[src/rtl/button_conditioner.sv]
// Pushbutton front end: synchronizes and debounces the step and mode buttons,
// latches the clock mode and produces single-cycle press strobes.

module button_debounce #(
    parameter int unsigned DEBOUNCE_CYCLES = 250000,
    parameter int unsigned SYNC_STAGES     = 2
) (
    input  logic clk_i,
    input  logic rst_n_i,
    input  logic btn_raw_i,
    output logic level_o,
    output logic press_o
);
    localparam int unsigned CW = $clog2(DEBOUNCE_CYCLES + 1);

    typedef enum logic [1:0] {
        IDLE      = 2'd0,
        PRESS_CHK = 2'd1,
        PRESSED   = 2'd2,
        REL_CHK   = 2'd3
    } state_e;

    logic [SYNC_STAGES-1:0] sync_q;
    state_e                 state_q, state_d;
    logic [CW-1:0]          count_q, count_d;
    logic                   level_q, level_d;
    logic                   synced_s;
    logic                   last_s;
    logic                   press_s;

    assign synced_s = sync_q[SYNC_STAGES-1];
    assign last_s   = (count_q == CW'(DEBOUNCE_CYCLES - 1));

    // Synchronizer chain for the asynchronous raw button
    always_ff @(posedge clk_i or negedge rst_n_i) begin
        if (!rst_n_i) begin
            sync_q <= '0;
        end else begin
            sync_q <= {sync_q[SYNC_STAGES-2:0], btn_raw_i};
        end
    end

    // Debounce next-state; the counter only advances below its terminal value
    always_comb begin
        state_d = state_q;
        count_d = count_q;
        press_s = 1'b0;
        case (state_q)
            IDLE: begin
                if (synced_s) begin
                    state_d = PRESS_CHK;
                    count_d = '0;
                end else begin
                    state_d = IDLE;
                end
            end
            PRESS_CHK: begin
                if (!synced_s) begin
                    state_d = IDLE;
                    count_d = '0;
                end else if (last_s) begin
                    state_d = PRESSED;
                    count_d = '0;
                    press_s = 1'b1;
                end else begin
                    count_d = count_q + CW'(1);
                end
            end
            PRESSED: begin
                if (!synced_s) begin
                    state_d = REL_CHK;
                    count_d = '0;
                end else begin
                    state_d = PRESSED;
                end
            end
            REL_CHK: begin
                if (synced_s) begin
                    state_d = PRESSED;
                    count_d = '0;
                end else if (last_s) begin
                    state_d = IDLE;
                    count_d = '0;
                end else begin
                    count_d = count_q + CW'(1);
                end
            end
            default: begin
                state_d = IDLE;
                count_d = '0;
            end
        endcase
        level_d = (state_d == PRESSED) || (state_d == REL_CHK);
    end

    // Debounce state, counter and registered level
    always_ff @(posedge clk_i or negedge rst_n_i) begin
        if (!rst_n_i) begin
            state_q <= IDLE;
            count_q <= '0;
            level_q <= 1'b0;
        end else begin
            state_q <= state_d;
            count_q <= count_d;
            level_q <= level_d;
        end
    end

    assign level_o = level_q;
    assign press_o = press_s;
endmodule

module button_conditioner #(
    parameter int unsigned DEBOUNCE_CYCLES = 250000,
    parameter int unsigned SYNC_STAGES     = 2,
    parameter logic        MODE_RESET      = 1'b0
) (
    input  logic sys_clk,
    input  logic rst_n,
    input  logic step_btn_raw,
    input  logic mode_btn_raw,
    output logic step_level,
    output logic step_pulse,
    output logic mode,
    output logic mode_pulse
);
    logic step_level_s, step_press_s;
    logic mode_level_s, mode_press_s;
    logic step_pulse_q, step_pulse_d;
    logic mode_pulse_q, mode_pulse_d;
    logic mode_q, mode_d;

    button_debounce #(
        .DEBOUNCE_CYCLES (DEBOUNCE_CYCLES),
        .SYNC_STAGES     (SYNC_STAGES)
    ) u_step_db (
        .clk_i     (sys_clk),
        .rst_n_i   (rst_n),
        .btn_raw_i (step_btn_raw),
        .level_o   (step_level_s),
        .press_o   (step_press_s)
    );

    button_debounce #(
        .DEBOUNCE_CYCLES (DEBOUNCE_CYCLES),
        .SYNC_STAGES     (SYNC_STAGES)
    ) u_mode_db (
        .clk_i     (sys_clk),
        .rst_n_i   (rst_n),
        .btn_raw_i (mode_btn_raw),
        .level_o   (mode_level_s),
        .press_o   (mode_press_s)
    );

    // Mode toggles as a mode strobe ends; step gating sees the mode of the strobe cycle
    always_comb begin
        mode_d       = mode_q ^ mode_pulse_q;
        mode_pulse_d = mode_press_s;
        step_pulse_d = step_press_s & mode_d;
    end

    // Output registers
    always_ff @(posedge sys_clk or negedge rst_n) begin
        if (!rst_n) begin
            mode_q       <= MODE_RESET;
            mode_pulse_q <= 1'b0;
            step_pulse_q <= 1'b0;
        end else begin
            mode_q       <= mode_d;
            mode_pulse_q <= mode_pulse_d;
            step_pulse_q <= step_pulse_d;
        end
    end

    assign step_level = step_level_s;
    assign step_pulse = step_pulse_q;
    assign mode       = mode_q;
    assign mode_pulse = mode_pulse_q;
endmodule

[config.mk]
export PLATFORM = sky130hd
export DESIGN_NAME = button_conditioner
export DESIGN_NICKNAME = d
export VERILOG_FILES = /design/src/rtl/button_conditioner.sv
export SDC_FILE = /design/constraint.sdc
export NUM_CORES = 1
export LEC_CHECK = 0
export ABC_AREA = 1
export CORE_ASPECT_RATIO = 0.8
export CORE_MARGIN = 5
export CORE_UTILIZATION = 56
export DETAILED_ROUTE_END_ITERATION = 10
export PLACE_DENSITY = 0.73
export SLEW_MARGIN = 20
export SYNTH_ARGS = -nofsm -noshare
export SYNTH_HDL_FRONTEND = slang
export SYNTH_HIERARCHICAL = 1
export SYNTH_SLANG_ARGS = --single-unit
[constraint.sdc]
create_clock -name sys_clk -period 1.7 [get_ports sys_clk]
set_input_delay 0.255 -clock sys_clk [delete_from_list [all_inputs] [get_ports sys_clk]]
set_output_delay 0.255 -clock sys_clk [all_outputs]
set_load 0.01 [all_outputs]
---- Word level (Yosys, flattened, before mapping) ----
Cells that the tools add are included.
operators by class
  bitwise operators ....................... 2
  div/mod/pow operators ................... 0
  equality and inequality tests ........... 16
  add/subtract/negate cells ............... 2
  reductions and logical operators ........ 6
  multipliers ............................. 0
  shifts and indexed selects .............. 0
  muxes and demuxes ....................... 32
  $lt $le $gt $ge ......................... 0
operators with widths
  kind                     number
  $mux W18                 10
  $pmux W18 S4             2
  $add A18 B1 Y18 const B  2
  $eq A18 B18 Y1 const B   2
  $mux W2                  8
  $pmux W2 S4              2
  $eq A2 B2 Y1 const B     6
  $mux W1                  10
  $reduce_and A2 Y1        3
  $eq A2 B1 Y1 const B     2
  $logic_not A2 Y1         2
  $ne A2 B1 Y1 const B     2
  $ne A2 B2 Y1 const B     2
  $ne A3 B1 Y1 const B     1
  $ne A3 B3 Y1 const B     1
  $and A1 B1 Y1            1
  $logic_or A1 B1 Y1       1
  $xor A1 B1 Y1            1
word-level totals
  word-level logic and storage cells ...... 68
  latch bits .............................. 0
  bits in read-only memories .............. 0
  memories kept ........................... 0
  input port bits ......................... 4
  output and inout port bits .............. 4
  flip-flop bits (word level) ............. 48
  bits in writable memories ............... 0

---- Depth between registers and ports, before layout ----
  depth in word-level cells ............... 6
  mapped depth ............................ 8
  depth with buffers taken out ............ 8

---- Cells and area by module ----
Netlist, hierarchy kept.
modules (own cells, without submodules)
  module              cells each  area an instance (sq um)  sequential area each (sq um)  instances
  button_debounce     176         1,370.1                   575.6                         2
  button_conditioner  11          110.1                     75.1                          1

---- Worst setup path before layout ----
OpenSTA, ideal clock, no wires.
  path type ............................... register to register
  from .................................... register u_mode_db.count_q[0]
  to ...................................... register u_mode_db.count_q[3]
  path buffers ............................ 1
  clock period less this slack ............ 1.431 ns
  cell stages (with the launch flop) ...... 8
  setup slack ............................. 0.269 ns
  library setup time ...................... 0.128 ns
  arrival ................................. 1.303 ns
  required time ........................... 1.572 ns
  cells stage by stage .................... dfrtp_1 ha_1 nand3_4 nor2_4 nand2_2 nand2_2 buf_6 o22ai_1
on the way
  cells in the longest elaborated chain, start to end .. 4
  elaborated cells between the ends (all ways) .. 6
  those cells by class .................... add/sub (1); eq/ne (1); mux (4)
ends and longest elaborated chain
  what                                                      line        text
  start: declaration                                        25          logic [CW-1:0] count_q, count_d;
  start signal: assignment                                  104         count_q <= count_d;
  $add A18 B1 Y18 / $eq A18 B18 Y1 (equally long branches)  66, 85, 32
  $mux W18 (*)                                              61, 81
  $mux W18, on equally long branches                        78, 58
  $pmux W18 S4 (*)                                          48          case (state_q)
Mark *: on every way between the ends. The rest lies on a longest branch, timed or not.
A chain may end at the register's enable or synchronous reset.

---- Final worst setup path ----
  from .................................... register u_mode_db.count_q[1]
  to ...................................... register u_mode_db.count_q[16]
The elaborated chain is that of the path after synthesis.

==> reports/summary.txt <==
status -> completed
Die Width -> 89.3 µm
Tot GR Track Use -> 0.197
peak supply drop -> 483 µV
hold path cells -> 0
CTS root buffer -> clkbuf_8
Req. time, crit path -> 1.89 ns
Final TNS setup -> 0 ns
R2R Setup Slk -> 0.14 ns
synth warn -> 6
wire length per cell -> 12.4 µm
Rows -> 23
setup bufs post-CTS -> 0
Slew Limit Fails -> 0
Post-Syn Area -> 2820 µm²
CP Launch Type -> register
clock skew -> 0.0110 ns
Ports -> 8
measured slew at the worst slew-check pin -> 0.418 ns
routability congestion estimate -> 0.839
Pleak -> 0.00139 µW
Avg Cell Area, Syn -> 7.81 µm²
largest net degree at the start of global routing -> 33
DRC -> 0
CTS tree -> yes
final setup fails -> 0
pre-CTS setup slack -> 0.0954 ns
clock period minus worst slack -> 1.56 ns
post-route insts no fill -> 446
Die H -> 73.5 µm
vias in the first global route -> 2106
Syn Inst Count -> 361
worst r2r path cells -> 6
CTS Buf Count -> 5
Placeable Area -> 4950 µm²
ratio of routed vias to standard cells -> 5.18
H-tree depth -> 2
CTS Sinks -> 48
endpoints failing hold -> 0
part of the cycle the worst path needs -> 0.917
crit path DAT -> 1.75 ns
slowest CP cell -> dfrtp_1
Starting Density -> 0.570
crit end category -> register
Cell Chain, Critical Path -> ha_1 > nand3_4 > nor2_1 > nand3_1 > nand3_1 > nand2_1
kind of critical path -> register to register
Filler cells -> 433
Mapped Nets -> 367
via count -> 2310
Pwr per Cell Area -> 642 nW/µm²
Port-buffer cells -> 7
initial antenna violation count -> 0
most used cell along the critical path -> nand3_1
global route total overflow -> 0
layout cells sized above 1 -> 0.156
HPWL Detailed -> 4.15 mm
area grow syn2layout -> 11.7%
critical hold path startpoint -> u_step_db/sync_q[0]
register area -> 1200 µm²
Reg2Reg Capture Point -> u_mode_db/count_q[16]
final worst slack -> 0.142 ns
footprint of the multi-input gates -> 1440 µm²
Hold Crit Endpoint -> u_step_db/sync_q[1]
NumNets Final -> 390
CTS max path bufs -> 2
DR pass1 iterations -> 5
unrepaired setup endpoints after global routing -> false
first-pass GRT wire length -> 10.0 mm
drt initial violations -> 186
Max FO, Critical Path -> 6
Clk pin slew, worst setup/hold paths -> 0.09 ns
HP Class -> register to register
Rel. slew slack -> 0.722
reg-to-reg startpoint -> u_mode_db/count_q[1]
Placed Cells -> 438
die area -> 6560 µm²
max incr delay on CP -> 0.42 ns
# diodes -> 0
DRT antenna net count -> 0
clk_lat worst skew -> 0.31 ns
Max-cap violations -> 0
routed wire length -> 5.54 mm
fmax -> 642 MHz
==> routing by layer <==
layer,part of all wire,global-route usage,wire (µm),vias up
met5,0,0,0,-
met1,0.53,0.310,2910,1062
met4,0.0096,0.0545,53,0
met3,0.044,0.0392,244,5
li1,-,-,-,1185
met2,0.42,0.273,2330,58
==> power by group <==
part           total (µW)  switching [µW]  internal (µW)  leakage [µW]
sequential           1170            13.0           1160      0.000654
combinational         125            82.5           42.5      0.000683
clock                 728             365            363     0.0000503
total                2020             461           1560       0.00139
==> cell usage in the layout, fill, tap and decap left out, drive strengths merged <==
cell,count
nand2,125
dfrtp,48
nor2,43
inv,42
nand3,32
o21ai,27
xor2,14
buf,13
clkbuf,7
clkdlybuf4s50,6
o21bai,6
nand3b,4
xnor2,4
o22ai,4
nor3,2
a21oi,2
nand4,2
ha,2
dlygate4sd3,1
==> worst max-delay path by stage <==
stage	slack (ns)	from	end	cells after the start
final	0.14	u_mode_db/count_q[1]	u_mode_db/count_q[16]	6
after global routing	0.01	u_mode_db/count_q[1]	u_mode_db/count_q[16]	7
after CTS	0.07	u_mode_db/count_q[1]	u_mode_db/count_q[7]	6
after detailed placement	0.1	u_step_db/count_q[1]	u_step_db/count_q[7]	6
after global placement	0.16	u_mode_db/count_q[1]	u_mode_db/count_q[7]	6
after floorplan	0.27	u_mode_db/count_q[0]	u_mode_db/count_q[3]	7
==> through the flow <==
stage	area, µm²	power (µW)	hold slack (ns)	util
3_3_place_gp	3030	1310	0.214	0.613
4_1_cts	3140	2050	0.365	0.634
3_5_place_dp	3030	1310	0.219	0.613
5_1_grt	3150	2120	0.374	0.636
2_1_floorplan	2820	1250	-0.0406	-
6_report	3150	2020	0.362	0.636
==> registers in the layout (all words and copies together), names as in the netlist <==
register	flops
mode	1
u_step_db/level_o	1
mode_pulse	1
u_mode_db/sync_q	2
step_pulse	1
u_step_db/count_q	18
u_mode_db/count_q	18
u_mode_db/state_q	2
u_step_db/state_q	2
u_step_db/sync_q	2
==> cell type report <==
type / instances / share of cell area
Multi-Input combinational cell: 267 / 0.457
Inverter: 42 / 0.0501
Clock buffer: 7 / 0.0306
Sequential cell: 48 / 0.381
Tap cell: 62 / 0.0246
Timing Repair Buffer: 20 / 0.0564
==> what timing repair did <==
action / CTS / global route
setup endpoints to repair: 0 / 5
hold buffers: 1 / 0
hold endpoints to repair: 16 / 0
resized for setup: 0 / 2
==> critical path: cells and delay by family, from the launching register on <==
family        cells  cell delay, ns
simple gates      5            0.73
fa+ha+maj         1            0.30
flops             1            0.42
Note: power is estimated with default switching activity, not from simulation.
